### config.mk
export PLATFORM = sky130hd
export DESIGN_NAME = trap_controller
export DESIGN_NICKNAME = d
export VERILOG_FILES = /design/src/rtl/core_pkg.sv /design/src/rtl/irq_synchronizer.sv /design/src/rtl/trap_controller.sv
export SDC_FILE = /design/constraint.sdc
export NUM_CORES = 1
export LEC_CHECK = 0
export CORE_AREA = 2 2 144 146
export CTS_CLUSTER_DIAMETER = 60
export DETAILED_ROUTE_END_ITERATION = 12
export DIE_AREA = 0 0 146 148
export PLACE_DENSITY = 0.75
export SETUP_SLACK_MARGIN = 0.05
export SLEW_MARGIN = 20
export SYNTH_ARGS = -nofsm -noshare
export SYNTH_HDL_FRONTEND = slang
export SYNTH_SLANG_ARGS = --single-unit
### constraint.sdc
create_clock -name clk_i -period 6.95 [get_ports clk_i]
set_clock_uncertainty 0.1 [all_clocks]
set_input_delay 2.085 -clock clk_i [delete_from_list [all_inputs] [get_ports clk_i]]
set_output_delay 2.085 -clock clk_i [all_outputs]
set_load 0.02 [all_outputs]
### src/rtl/core_pkg.sv
// Shared types and constants for the trap controller and its IRQ synchronisers.
package core_pkg;

    localparam int unsigned XLEN          = 32;
    localparam int unsigned CODE_W        = 5;
    localparam int unsigned IRQ_MSI       = 3;
    localparam int unsigned IRQ_MTI       = 7;
    localparam int unsigned IRQ_MEI       = 11;
    localparam int unsigned CAUSE_INT_BIT = 31;
    localparam int unsigned MSTATUS_MIE   = 3;

    typedef enum logic [1:0] {
        IDLE,
        FLUSH,
        TRAP,
        RET
    } trap_state_e;

    typedef enum logic [1:0] {
        EXC,
        IRQ,
        MRET
    } trap_kind_e;

    // Cause/epc pair captured when an event is accepted.
    typedef struct packed {
        logic [XLEN-1:0] cause;
        logic [XLEN-1:0] epc;
    } trap_info_t;

endpackage

### src/rtl/irq_synchronizer.sv
// Flop chain bringing one asynchronous interrupt line into the clk domain.
module irq_synchronizer #(
    parameter int unsigned SYNC_STAGES = 2
) (
    input  logic clk,
    input  logic rst_n,
    input  logic irq,
    output logic sync
);

    logic [SYNC_STAGES-1:0] chain_q;

    always_ff @(posedge clk or negedge rst_n) begin
        if (!rst_n) begin
            chain_q <= '0;
        end else begin
            chain_q <= {chain_q[SYNC_STAGES-2:0], irq};
        end
    end

    assign sync = chain_q[SYNC_STAGES-1];

endmodule

### src/rtl/trap_controller.sv
// Arbitrates exceptions, interrupts and mret; flushes the pipeline, then commits the
// trap/return to the CSR unit and redirects fetch.
module trap_controller
    import core_pkg::*;
#(
    parameter int unsigned     SYNC_STAGES = 2,
    parameter logic [XLEN-1:0] IRQ_MASK    = 32'h888
) (
    input  logic              clk_i,
    input  logic              reset_ni,
    input  logic              irq_soft_i,
    input  logic              irq_timer_i,
    input  logic              irq_ext_i,
    input  logic [XLEN-1:0]   ip_i,
    input  logic [XLEN-1:0]   ie_i,
    input  logic [XLEN-1:0]   vec_i,
    input  logic [XLEN-1:0]   status_i,
    input  logic [XLEN-1:0]   epc_i,
    input  logic [XLEN-1:0]   pc_i,
    input  logic              exc_valid_i,
    input  logic [CODE_W-1:0] exc_cause_i,
    input  logic [XLEN-1:0]   exc_pc_i,
    input  logic              mret_i,
    input  logic              flush_ack_i,
    output logic [XLEN-1:0]   interrupt_src_o,
    output logic              flush_req_o,
    output logic              interrupt_valid_o,
    output logic [XLEN-1:0]   ecause_o,
    output logic [XLEN-1:0]   epc_o,
    output logic              ret_o,
    output logic              redirect_valid_o,
    output logic [XLEN-1:0]   redirect_pc_o
);

    logic soft_sync, timer_sync, ext_sync;
    logic [XLEN-1:0] src_raw;

    irq_synchronizer #(.SYNC_STAGES(SYNC_STAGES)) u_sync_soft (
        .clk(clk_i), .rst_n(reset_ni), .irq(irq_soft_i), .sync(soft_sync)
    );
    irq_synchronizer #(.SYNC_STAGES(SYNC_STAGES)) u_sync_timer (
        .clk(clk_i), .rst_n(reset_ni), .irq(irq_timer_i), .sync(timer_sync)
    );
    irq_synchronizer #(.SYNC_STAGES(SYNC_STAGES)) u_sync_ext (
        .clk(clk_i), .rst_n(reset_ni), .irq(irq_ext_i), .sync(ext_sync)
    );

    always_comb begin
        src_raw          = '0;
        src_raw[IRQ_MSI] = soft_sync;
        src_raw[IRQ_MTI] = timer_sync;
        src_raw[IRQ_MEI] = ext_sync;
    end

    assign interrupt_src_o = src_raw & IRQ_MASK;

    // Pending interrupt and its code; MEI beats MSI beats MTI.
    logic [XLEN-1:0]   active;
    logic              pending;
    logic [CODE_W-1:0] irq_code;

    assign active  = ip_i & ie_i & IRQ_MASK;
    assign pending = status_i[MSTATUS_MIE] & (|active);

    always_comb begin
        irq_code = CODE_W'(IRQ_MTI);
        if (active[IRQ_MSI]) irq_code = CODE_W'(IRQ_MSI);
        if (active[IRQ_MEI]) irq_code = CODE_W'(IRQ_MEI);
    end

    logic unused_status;
    assign unused_status = ^{status_i[XLEN-1:MSTATUS_MIE+1], status_i[MSTATUS_MIE-1:0]};

    trap_state_e state_q, state_d;
    trap_kind_e  kind_q, kind_d;
    trap_info_t  info_q, info_d;

    // Trap target: direct base, or base + 4*code for vectored interrupts (modes 2/3 act direct).
    logic [XLEN-1:0] vec_base, vec_off, trap_pc;

    assign vec_base = {vec_i[XLEN-1:2], 2'b00};
    assign vec_off  = XLEN'({info_q.cause[CODE_W-1:0], 2'b00});
    assign trap_pc  = (vec_i[1:0] == 2'b01 && kind_q == IRQ) ? vec_base + vec_off : vec_base;

    logic            flush_d, valid_d, ret_d, rvalid_d;
    logic [XLEN-1:0] ecause_d, epc_d, rpc_d;

    always_comb begin
        state_d  = state_q;
        kind_d   = kind_q;
        info_d   = info_q;
        flush_d  = 1'b0;
        valid_d  = 1'b0;
        ret_d    = 1'b0;
        rvalid_d = 1'b0;
        ecause_d = '0;
        epc_d    = '0;
        rpc_d    = '0;

        case (state_q)
            IDLE: begin
                if (exc_valid_i) begin
                    kind_d       = EXC;
                    info_d.cause = XLEN'(exc_cause_i);
                    info_d.epc   = exc_pc_i;
                    state_d      = FLUSH;
                end else if (mret_i) begin
                    kind_d  = MRET;
                    state_d = FLUSH;
                end else if (pending) begin
                    kind_d                     = IRQ;
                    info_d.cause               = XLEN'(irq_code);
                    info_d.cause[CAUSE_INT_BIT] = 1'b1;
                    info_d.epc                 = pc_i;
                    state_d                    = FLUSH;
                end
            end
            FLUSH: begin
                if (flush_ack_i) state_d = (kind_q == MRET) ? RET : TRAP;
            end
            TRAP:    state_d = IDLE;
            RET:     state_d = IDLE;
            default: state_d = IDLE;
        endcase

        // Output flops follow the state being entered.
        flush_d = (state_d != IDLE);
        if (state_d == TRAP) begin
            valid_d  = 1'b1;
            ecause_d = info_q.cause;
            epc_d    = info_q.epc;
            rvalid_d = 1'b1;
            rpc_d    = trap_pc;
        end
        if (state_d == RET) begin
            ret_d    = 1'b1;
            rvalid_d = 1'b1;
            rpc_d    = epc_i;
        end
    end

    always_ff @(posedge clk_i or negedge reset_ni) begin
        if (!reset_ni) begin
            state_q           <= IDLE;
            kind_q            <= EXC;
            info_q            <= '0;
            flush_req_o       <= 1'b0;
            interrupt_valid_o <= 1'b0;
            ecause_o          <= '0;
            epc_o             <= '0;
            ret_o             <= 1'b0;
            redirect_valid_o  <= 1'b0;
            redirect_pc_o     <= '0;
        end else begin
            state_q           <= state_d;
            kind_q            <= kind_d;
            info_q            <= info_d;
            flush_req_o       <= flush_d;
            interrupt_valid_o <= valid_d;
            ecause_o          <= ecause_d;
            epc_o             <= epc_d;
            ret_o             <= ret_d;
            redirect_valid_o  <= rvalid_d;
            redirect_pc_o     <= rpc_d;
        end
    end

endmodule

==> impl_metrics.yaml, run 1 <==
clock_tree:
  path_clk_slew_ns: 0.06
  postCtsHoldBufs: 0
  cts_sinks: 122
  cts_buffers: 17
  cts_setup_buffers: 0
  clk-insertion-delay-late_ns: 0.42
  cts_tree: "yes"
  postCtsResizedCells: 0
  cts.path.max_buffers: 2
  htreeDepth: 4
  cts_root_buf: "clkbuf_16"
setup_path:
  cp_max_fo: 53
  cp.required_ns: 7.20
  crit_type: "in2reg"
  cp.arrival_ns: 5.09
  critPathCaptureType: "flip-flop"
  startpoint_type: "primary input"
floorplanning:
  core-area_um2: 20040
  ioPinCount: 369
  start_util_pct: 29.23
  die_x_um: 146
  die_h_um: 148
  dieArea_um2: 21610
  num_rows: 52
power:
  internal_power_mw: 1.952
  clockPowerShare_pct: 32.2
  p_seq_share_pct: 34.0
  p_per_area_nw_per_um2: 340.6
  power_leakage_nw: 3.989
  ir_drop_mv: 0.1734
  switching_power_mw: 1.038
  pwr-share-comb_pct: 33.8
  switching_share_pct: 34.71
final_layout:
  final_nets: 1019
  area_delta_synth_final_pct: 49.89
  drive_above_1_share_pct: 6.971
  post-route-util_pct: 43.82
  final_cells: 1061
  postLayoutCellArea_um2: 8781
  fill_cells: 1971
placed_design:
  dp_cells: 1027
  place_area_um2: 8132
  hpwlAfterDp_um: 12280
  portBuffers: 224
  gp_congestion: 0.8928
synthesis:
  synth_seq_cells: 122
  synth_top_cells_by_area: "dfrtp_1 (52%), buf_4 (7.4%), mux2i_1 (6.2%)"
  netlist_area_um2: 5858
  synth_top_area_share_pct: 52.11
  avgSynthCellArea_um2: 10.42
  ys_warn_count: 0
  synth_top_cell_by_area: "dfrtp_1"
  synth_ff_type: "dfrtp_1"
  synth_edf_count: 0
  yosysMostFrequentCell: "dfrtp_1"
  syn_inst: 562
  synth_common_cells: "dfrtp_1 (122), nand2_1 (61), o21ai_0 (60), buf_4 (58), and3_1 (40)"
  yosysSeqAreaShare_pct: 52.11
  synth_async_sr_flop_share_pct: 100.0
  synth_cell_types: 59
sta:
  timing.hold.ws_ns: 0.2492
  post-route-min-period_ns: 4.833
  setup_viol: 0
  rsz0062_at_grt: "no"
  clock.fmax_mhz: 206.9
  slew_violations: 0
  setup_tns_ns: 0
  hold_violations: 0
  tightest_slew_ns: 1.062
  fin_crit_sh_pct: 69.54
  slew_headroom_pct: 29.19
global_routing:
  grt_max_degree: 67
  grt_first_pass_wirelength_um: 26500
  overflow: 0
  grtUsageTotal_pct: 15.93
  antenna_found_initial: 1
  grt_pass1_vias: 4869
detailed_routing:
  drt-pass1-iter-count: 4
  antenna_left: 0
  drc: 0
  wire_per_inst_um: 16.10
  drt_iter0_markers: 116
  routed_wl_um: 17090
  dr_total_vias: 4792
  viasPerCell: 4.516
outcome:
  outcome: "finished, final reports clean"
flow_run:
  cap_violations: 0
worst_hold_path:
  hp-class: "reg2reg"
cell usage in the layout, fill, tap and decap left out, types with 3 or more instances in the layout:
master / count
nor2_1: 8
inv_6: 5
nor3_1: 7
and3_1: 40
nor4_1: 6
clkinv_4: 4
buf_4: 5
nand3_1: 7
a211o_1: 3
conb_1: 55
and2_1: 4
a211oi_1: 4
mux2i_1: 36
nand2b_1: 3
clkdlybuf4s50_1: 222
xor2_1: 15
a21oi_1: 19
o21ai_0: 60
xnor2_1: 8
bufinv_16: 4
nand2_1: 61
inv_1: 6
nand4_1: 12
ha_1: 5
dfrtp_1: 122
clkbuf_16: 17
cells by family (layout without fill, tap and decap cells):
group,Yosys count,count (layout),synth area share (%)
and+or+nand+nor,170,170,16.04
buffers and inverters,95,268,9.953
muxes,36,36,6.151
adders and majority gates,6,6,1.410
DFF,122,122,52.11
AOI/OAI and AO/OA,109,109,10.83
xor gates and xnor gates,23,23,3.439
other,1,57,0.06401
critical path, cell delays in order:
cell and delay, ns:
clkdlybuf4s50_1 0.49, nand3b_1 0.35, inv_2 0.83, nand2_1 0.53
inv_1 0.33, nand4b_1 0.14, nor3_1 0.19, a211o_1 0.13
flip-flops by register name, summed over array words and instances, names as in the netlist:
| signal | count |
|---|---|
| info_q | 38 |
| epc_o | 32 |
| redirect_pc_o | 32 |
| ecause_o | 6 |
| kind_q | 2 |
| state_q | 2 |
| u_sync_ext.chain_q | 2 |
| u_sync_soft.chain_q | 2 |
| u_sync_timer.chain_q | 2 |
| flush_req_o | 1 |
| interrupt_valid_o | 1 |
| redirect_valid_o | 1 |
| ret_o | 1 |
power groups by stage:
stage | registers (mW) | logic [mW] | clock network, mW
global placement | 1.03 | 0.998 | 0
detailed placement | 1.03 | 1.02 | 0
finish | 1.02 | 1.01 | 0.962
global route | 1.05 | 1.11 | 1.02
floorplan | 1.14 | 0.459 | 0
CTS | 1.02 | 1.02 | 0.986
layer usage:
metal	GRT usage (%)	wire, µm	vias to the layer above
li1	-	-	2294
met1	18.86	6957	2229
met2	26.93	8322	242
met3	5.123	1380	27
met4	6.359	425	0
met5	0	0	-
stage by stage:
step	setup WS, ns	power [mW]
3_5_place_dp	1.728	2.052
4_1_cts	2.148	3.029
5_1_grt	1.830	3.176
6_report	2.117	2.991
2_1_floorplan	2.762	1.597
3_3_place_gp	1.772	2.024
area by class of cell:
type	instances	area, µm²	share of cell area (%)
multi-input combinational	399	2446	27.86
antenna	2	5.005	0.05700
sequential	122	3053	34.77
clock inverter	15	211.5	2.408
clock buffer	17	425.4	4.845
tap	270	337.8	3.847
inverter	7	26.28	0.2992
timing repair buffer	229	2276	25.92
path summary, 6_finish.rpt:
path                                          from                 endpoint  slack, ns  cells past startpoint
setup reg to reg                        state_q[1]        redirect_pc_o[22]       3.78                      7
max in group asynchronous                 reset_ni                epc_o[11]       4.00                      2
hold / removal             u_sync_timer.chain_q[0]  u_sync_timer.chain_q[1]       0.25                      0
setup / recovery                       flush_ack_i        redirect_pc_o[22]       2.12                      8
min in group asynchronous                 reset_ni        redirect_pc_o[30]       1.53                      1
hold reg to reg            u_sync_timer.chain_q[0]  u_sync_timer.chain_q[1]       0.25                      0
(Power assumes the default switching activity.)
==> run 2: changes to the inputs <==
CORE_AREA = not set   (was 2 2 144 146)
CORE_ASPECT_RATIO = 0.5   (was not set)
CORE_MARGIN = 1.5   (was not set)
CORE_UTILIZATION = 34   (was not set)
DIE_AREA = not set   (was 0 0 146 148)
PLACE_DENSITY = 0.87   (was 0.75)
clock period = 4.3 ns   (was 6.95 ns; I/O delays follow)
==> impl_metrics.yaml, run 2 (synthesis gave the netlist of run 1 again) <==
outcome:
  outcome: "finished, final reports clean"
detailed_routing:
  drt-pass1-iter-count: 4
  viasPerCell: 4.741
  antenna_left: 0
  drc: 0
  dr_total_vias: 4850
  wire_per_inst_um: 15.63
  drt_iter0_markers: 169
  routed_wl_um: 15990
sta:
  slew_headroom_pct: 42.63
  tightest_slew_ns: 0.8605
  slew_violations: 0
  hold_violations: 0
  setup_tns_ns: 0
  clock.fmax_mhz: 283.7
  post-route-min-period_ns: 3.525
  rsz0062_at_grt: "no"
  fin_crit_sh_pct: 81.97
  setup_viol: 0
final_layout:
  top_register: "info_q"
  final_nets: 1026
  top_regs: "info_q x38, epc_o x32, redirect_pc_o x32"
  final_cell_mix: "clkdlybuf4s50_1 (222), dfrtp_1 (122), nand2_1 (61)"
  largest_register_ffs: 38
  n_antenna_cell: 0
  final_cells: 1023
  area_delta_synth_final_pct: 49.66
  post-route-util_pct: 52.82
  drive_above_1_share_pct: 7.161
  layout_commonest_cell: "clkdlybuf4s50_1"
placed_design:
  portBuffers: 224
  gp_congestion: 0.8262
  hpwlAfterDp_um: 11870
  dp_cells: 991
global_routing:
  grt_max_degree: 65
  grtUsageTotal_pct: 17.18
  overflow: 0
  antenna_found_initial: 0
  grt_first_pass_wirelength_um: 23780
  grt_pass1_vias: 4803
setup_path:
  crit_top_cell: "a211o_1"
  crit_type: "in2reg"
  rr_startpoint: "info_q[32]"
  cp.arrival_ns: 3.70
  cp-endpoint: "redirect_pc_o[22]"
  cp_max_fo: 10
  timing.rr.end: "redirect_pc_o[22]"
  max_stage_delay_ns: 0.43
  reg2reg_depth: 8
  ff2ff_setup_slack_ns: 1.72
  startpoint_type: "primary input"
  crit_chain: "clkdlybuf4s50_1 > ha_1 > fa_1 > a211o_1 > a21oi_1 > buf_4 > nand2b_1 > nor3_1 > a211o_1"
  critPathCaptureType: "flip-flop"
  worstSetupStartpoint: "vec_i[2]"
  cp.required_ns: 4.48
  cpMaxStageDelayCell: "clkdlybuf4s50_1"
clock_tree:
  cts_sinks: 122
  cts.path.max_buffers: 2
  htreeDepth: 4
  cts_tree: "yes"
  path_clk_slew_ns: 0.05
  cts_root_buf: "clkbuf_16"
  cts_buffers: 17
  cts_setup_buffers: 0
  postCtsResizedCells: 0
  postCtsHoldBufs: 0
  clk-insertion-delay-late_ns: 0.39
power:
  power_leakage_nw: 4.019
  p_per_area_nw_per_um2: 546.2
  ir_drop_mv: 0.2132
worst_hold_path:
  holdPathStages: 0
  hp-class: "reg2reg"
  min_from: "u_sync_ext.chain_q[0]"
flow_run:
  cap_violations: 0
floorplanning:
  num_rows: 33
  start_util_pct: 35.29
  die_h_um: 95.82
  die_x_um: 188.6
  dieArea_um2: 18070
  ioPinCount: 369
  core-area_um2: 16600
run 2: critical path: cells and delay by family:
kind	cells	cell delay, ns
simple gates	2	0.36
fa+ha+maj	2	0.66
compound gates	3	0.75
buf+inv	2	0.64
run 2: report_power, final:
group | internal, mW | switching (mW)
logic | 0.705 | 0.938
clock network | 1.00 | 0.495
registers | 1.50 | 0.152
total | 3.20 | 1.58
run 2: area by class of cell:
type                    instances  area (µm²)
flip-flops and latches        122        3053
clock buffers                  22       464.2
well taps                     227       284.0
inverters                       7       26.28
multi-input cells             399        2436
repair buffers                236        2337
clock inverters                10       166.4
fillers                      1433        7831
run 2: how the worst min path moves through the flow:
stage               slack (ns)                     end
floorplan                 0.23   u_sync_ext.chain_q[1]
global route              0.25   u_sync_ext.chain_q[1]
CTS                       0.25   u_sync_ext.chain_q[1]
finish                    0.25   u_sync_ext.chain_q[1]
detailed placement        0.24   u_sync_ext.chain_q[1]
global placement          0.23  u_sync_soft.chain_q[1]
run 2: routing by layer:
layer | track usage [%] | vias to the layer above | share of wire [%]
li1 | - | 2298 | -
met1 | 18.47 | 2336 | 40
met2 | 33.43 | 191 | 54
met3 | 3.099 | 25 | 4.8
met4 | 8.069 | 0 | 1.9
met5 | 0 | - | 0
run 2: metrics by stage:
stage | hold WS, ns | area [µm²] | total power [mW] | setup WS, ns
final | 0.2472 | 8767 | 4.789 | 0.7755
after global routing | 0.2523 | 8767 | 5.047 | 0.7237
after CTS | 0.2504 | 8767 | 4.827 | 0.8002
after detailed placement | 0.2385 | 8137 | 3.313 | 0.3989
after global placement | 0.2315 | 8137 | 3.239 | 0.4014
after floorplan | 0.2312 | 6061 | 2.581 | 0.9067
==> run 3: changes to the inputs <==
CORE_UTILIZATION = 37   (was 34)
PLACE_DENSITY = 0.9   (was 0.87)
clock period = 3.4 ns   (was 4.3 ns; I/O delays follow)
==> impl_metrics.yaml, run 3 (synthesis gave the netlist of run 1 again) <==
outcome:
  outcome: "finished, final reports clean"
power:
  switching_share_pct: 34.47
  switching_power_mw: 2.042
  p_seq_share_pct: 35.2
  internal_power_mw: 3.882
  power_leakage_nw: 4.057
  power.total_mw: 5.924
  pwr-share-comb_pct: 36.8
  p_per_area_nw_per_um2: 673.4
  ir_drop_mv: 0.4337
  clockPowerShare_pct: 28.0
detailed_routing:
  dr_total_vias: 4837
  drt_iter0_markers: 264
  wire_per_inst_um: 16.11
  antenna_left: 0
  drc: 0
  viasPerCell: 4.775
  routed_wl_um: 16320
  drt-pass1-iter-count: 6
setup_path:
  cp.arrival_ns: 3.38
  cp.required_ns: 3.57
  ff2ff_setup_slack_ns: 0.87
  crit_family: "buffers and inverters"
  max_stage_delay_ns: 0.42
  cp_max_fo: 3
  crit_chain: "clkdlybuf4s50_1 > ha_1 > fa_1 > a211o_1 > a21oi_1 > buf_4 > nand2b_1 > buf_4 > xor2_1 > a21oi_1"
  crit_buf_inv: 3
  startpoint_type: "primary input"
  critPathCaptureType: "flip-flop"
  cpMaxStageDelayCell: "clkdlybuf4s50_1"
  crit_type: "in2reg"
floorplanning:
  core-area_um2: 15450
  start_util_pct: 37.90
  num_rows: 32
  die_h_um: 91.98
  ioPinCount: 369
  dieArea_um2: 16640
  die_x_um: 181.0
clock_tree:
  cts_root_buf: "clkbuf_16"
  cts_setup_buffers: 0
  cts_tree: "yes"
  cts_sinks: 122
  htreeDepth: 4
  clk-insertion-delay-late_ns: 0.39
  cts_buffers: 17
  postCtsHoldBufs: 0
  postCtsResizedCells: 0
  cts.path.max_buffers: 2
  path_clk_slew_ns: 0.06
placed_design:
  portBuffers: 224
  hpwlAfterDp_um: 12330
  gp_congestion: 0.8374
  dpl_worst_slack_ns: -0.1703
final_layout:
  drive_above_1_share_pct: 8.653
  top_register: "info_q"
  area_delta_synth_final_pct: 50.17
  post-route-util_pct: 56.92
  largest_register_ffs: 38
  final_cell_mix: "clkdlybuf4s50_1 (222), dfrtp_1 (122), nand2_1 (61)"
  n_antenna_cell: 0
  final_nets: 1040
  layout_commonest_cell: "clkdlybuf4s50_1"
  top_regs: "info_q x38, epc_o x32, redirect_pc_o x32"
global_routing:
  grt_max_degree: 52
  grt_pass1_vias: 4989
  overflow: 0
  grt_first_pass_wirelength_um: 25720
  antenna_found_initial: 0
  grtUsageTotal_pct: 19.90
sta:
  post-route-min-period_ns: 3.211
  fin_crit_sh_pct: 94.45
  hold_violations: 0
  setup_tns_ns: 0
  rsz0062_at_grt: "no"
  slew_headroom_pct: 38.32
  tightest_slew_ns: 0.9235
  setup_viol: 0
  setup_slack_ns: 0.1888
  slew_violations: 0
  clock.fmax_mhz: 311.4
flow_run:
  cap_violations: 0
worst_hold_path:
  hp-class: "reg2reg"
==> run 3: layer usage <==
layer  routed length, µm  up-vias  GRT usage, %
li1                    -     2331             -
met1                6442     2319         22.32
met2                8691      165         37.74
met3                 820       22         3.892
met4                 360        0         7.292
met5                   0        -             0
==> run 3: worst paths after layout <==
check                      cells past startpoint                    end             startpoint
setup / recovery                              10       redirect_pc_o[8]               vec_i[2]
hold / removal                                 0  u_sync_ext.chain_q[1]  u_sync_ext.chain_q[0]
setup reg to reg                               9       redirect_pc_o[8]             info_q[32]
hold reg to reg                                0  u_sync_ext.chain_q[1]  u_sync_ext.chain_q[0]
max in group asynchronous                      2      redirect_pc_o[10]               reset_ni
min in group asynchronous                      1      redirect_pc_o[31]               reset_ni
==> run 3: power by group through the flow <==
stage	Combinational [mW]	Clock, mW	Sequential (mW)
2_1_floorplan	0.939	0	2.33
3_3_place_gp	2.10	0	2.08
3_5_place_dp	2.19	0	2.11
4_1_cts	2.20	1.69	2.09
5_1_grt	2.37	1.77	2.13
6_report	2.18	1.66	2.09
==> run 3: final cells by class <==
cell class                 count  area [µm²]
tap                          204       255.2
timing repair buffer         250        2480
inverter                       7       26.28
clock buffer                  21       450.4
clock inverter                10       96.34
sequential                   122        3053
multi-input combinational    399        2436
fill                        1285        6658
==> run 3: worst register-to-register path, stage by stage (launching register included) <==
cell	delay [ns]
dfrtp_1	0.40
ha_1	0.23
fa_1	0.42
a211o_1	0.33
a21oi_1	0.14
buf_4	0.14
nand2b_1	0.25
buf_4	0.16
xor2_1	0.15
a21oi_1	0.10
==> run 3: stage by stage <==
| stage | hold slack, ns | cells | area, µm² |
|---|---|---|---|
| 6_report | 0.2503 | 1013 | 8797 |
| 2_1_floorplan | 0.2312 | 616 | 6061 |
| 3_5_place_dp | 0.2427 | 982 | 8250 |
| 4_1_cts | 0.2515 | 1013 | 8797 |
| 5_1_grt | 0.2526 | 1013 | 8797 |
| 3_3_place_gp | 0.2330 | 982 | 8250 |
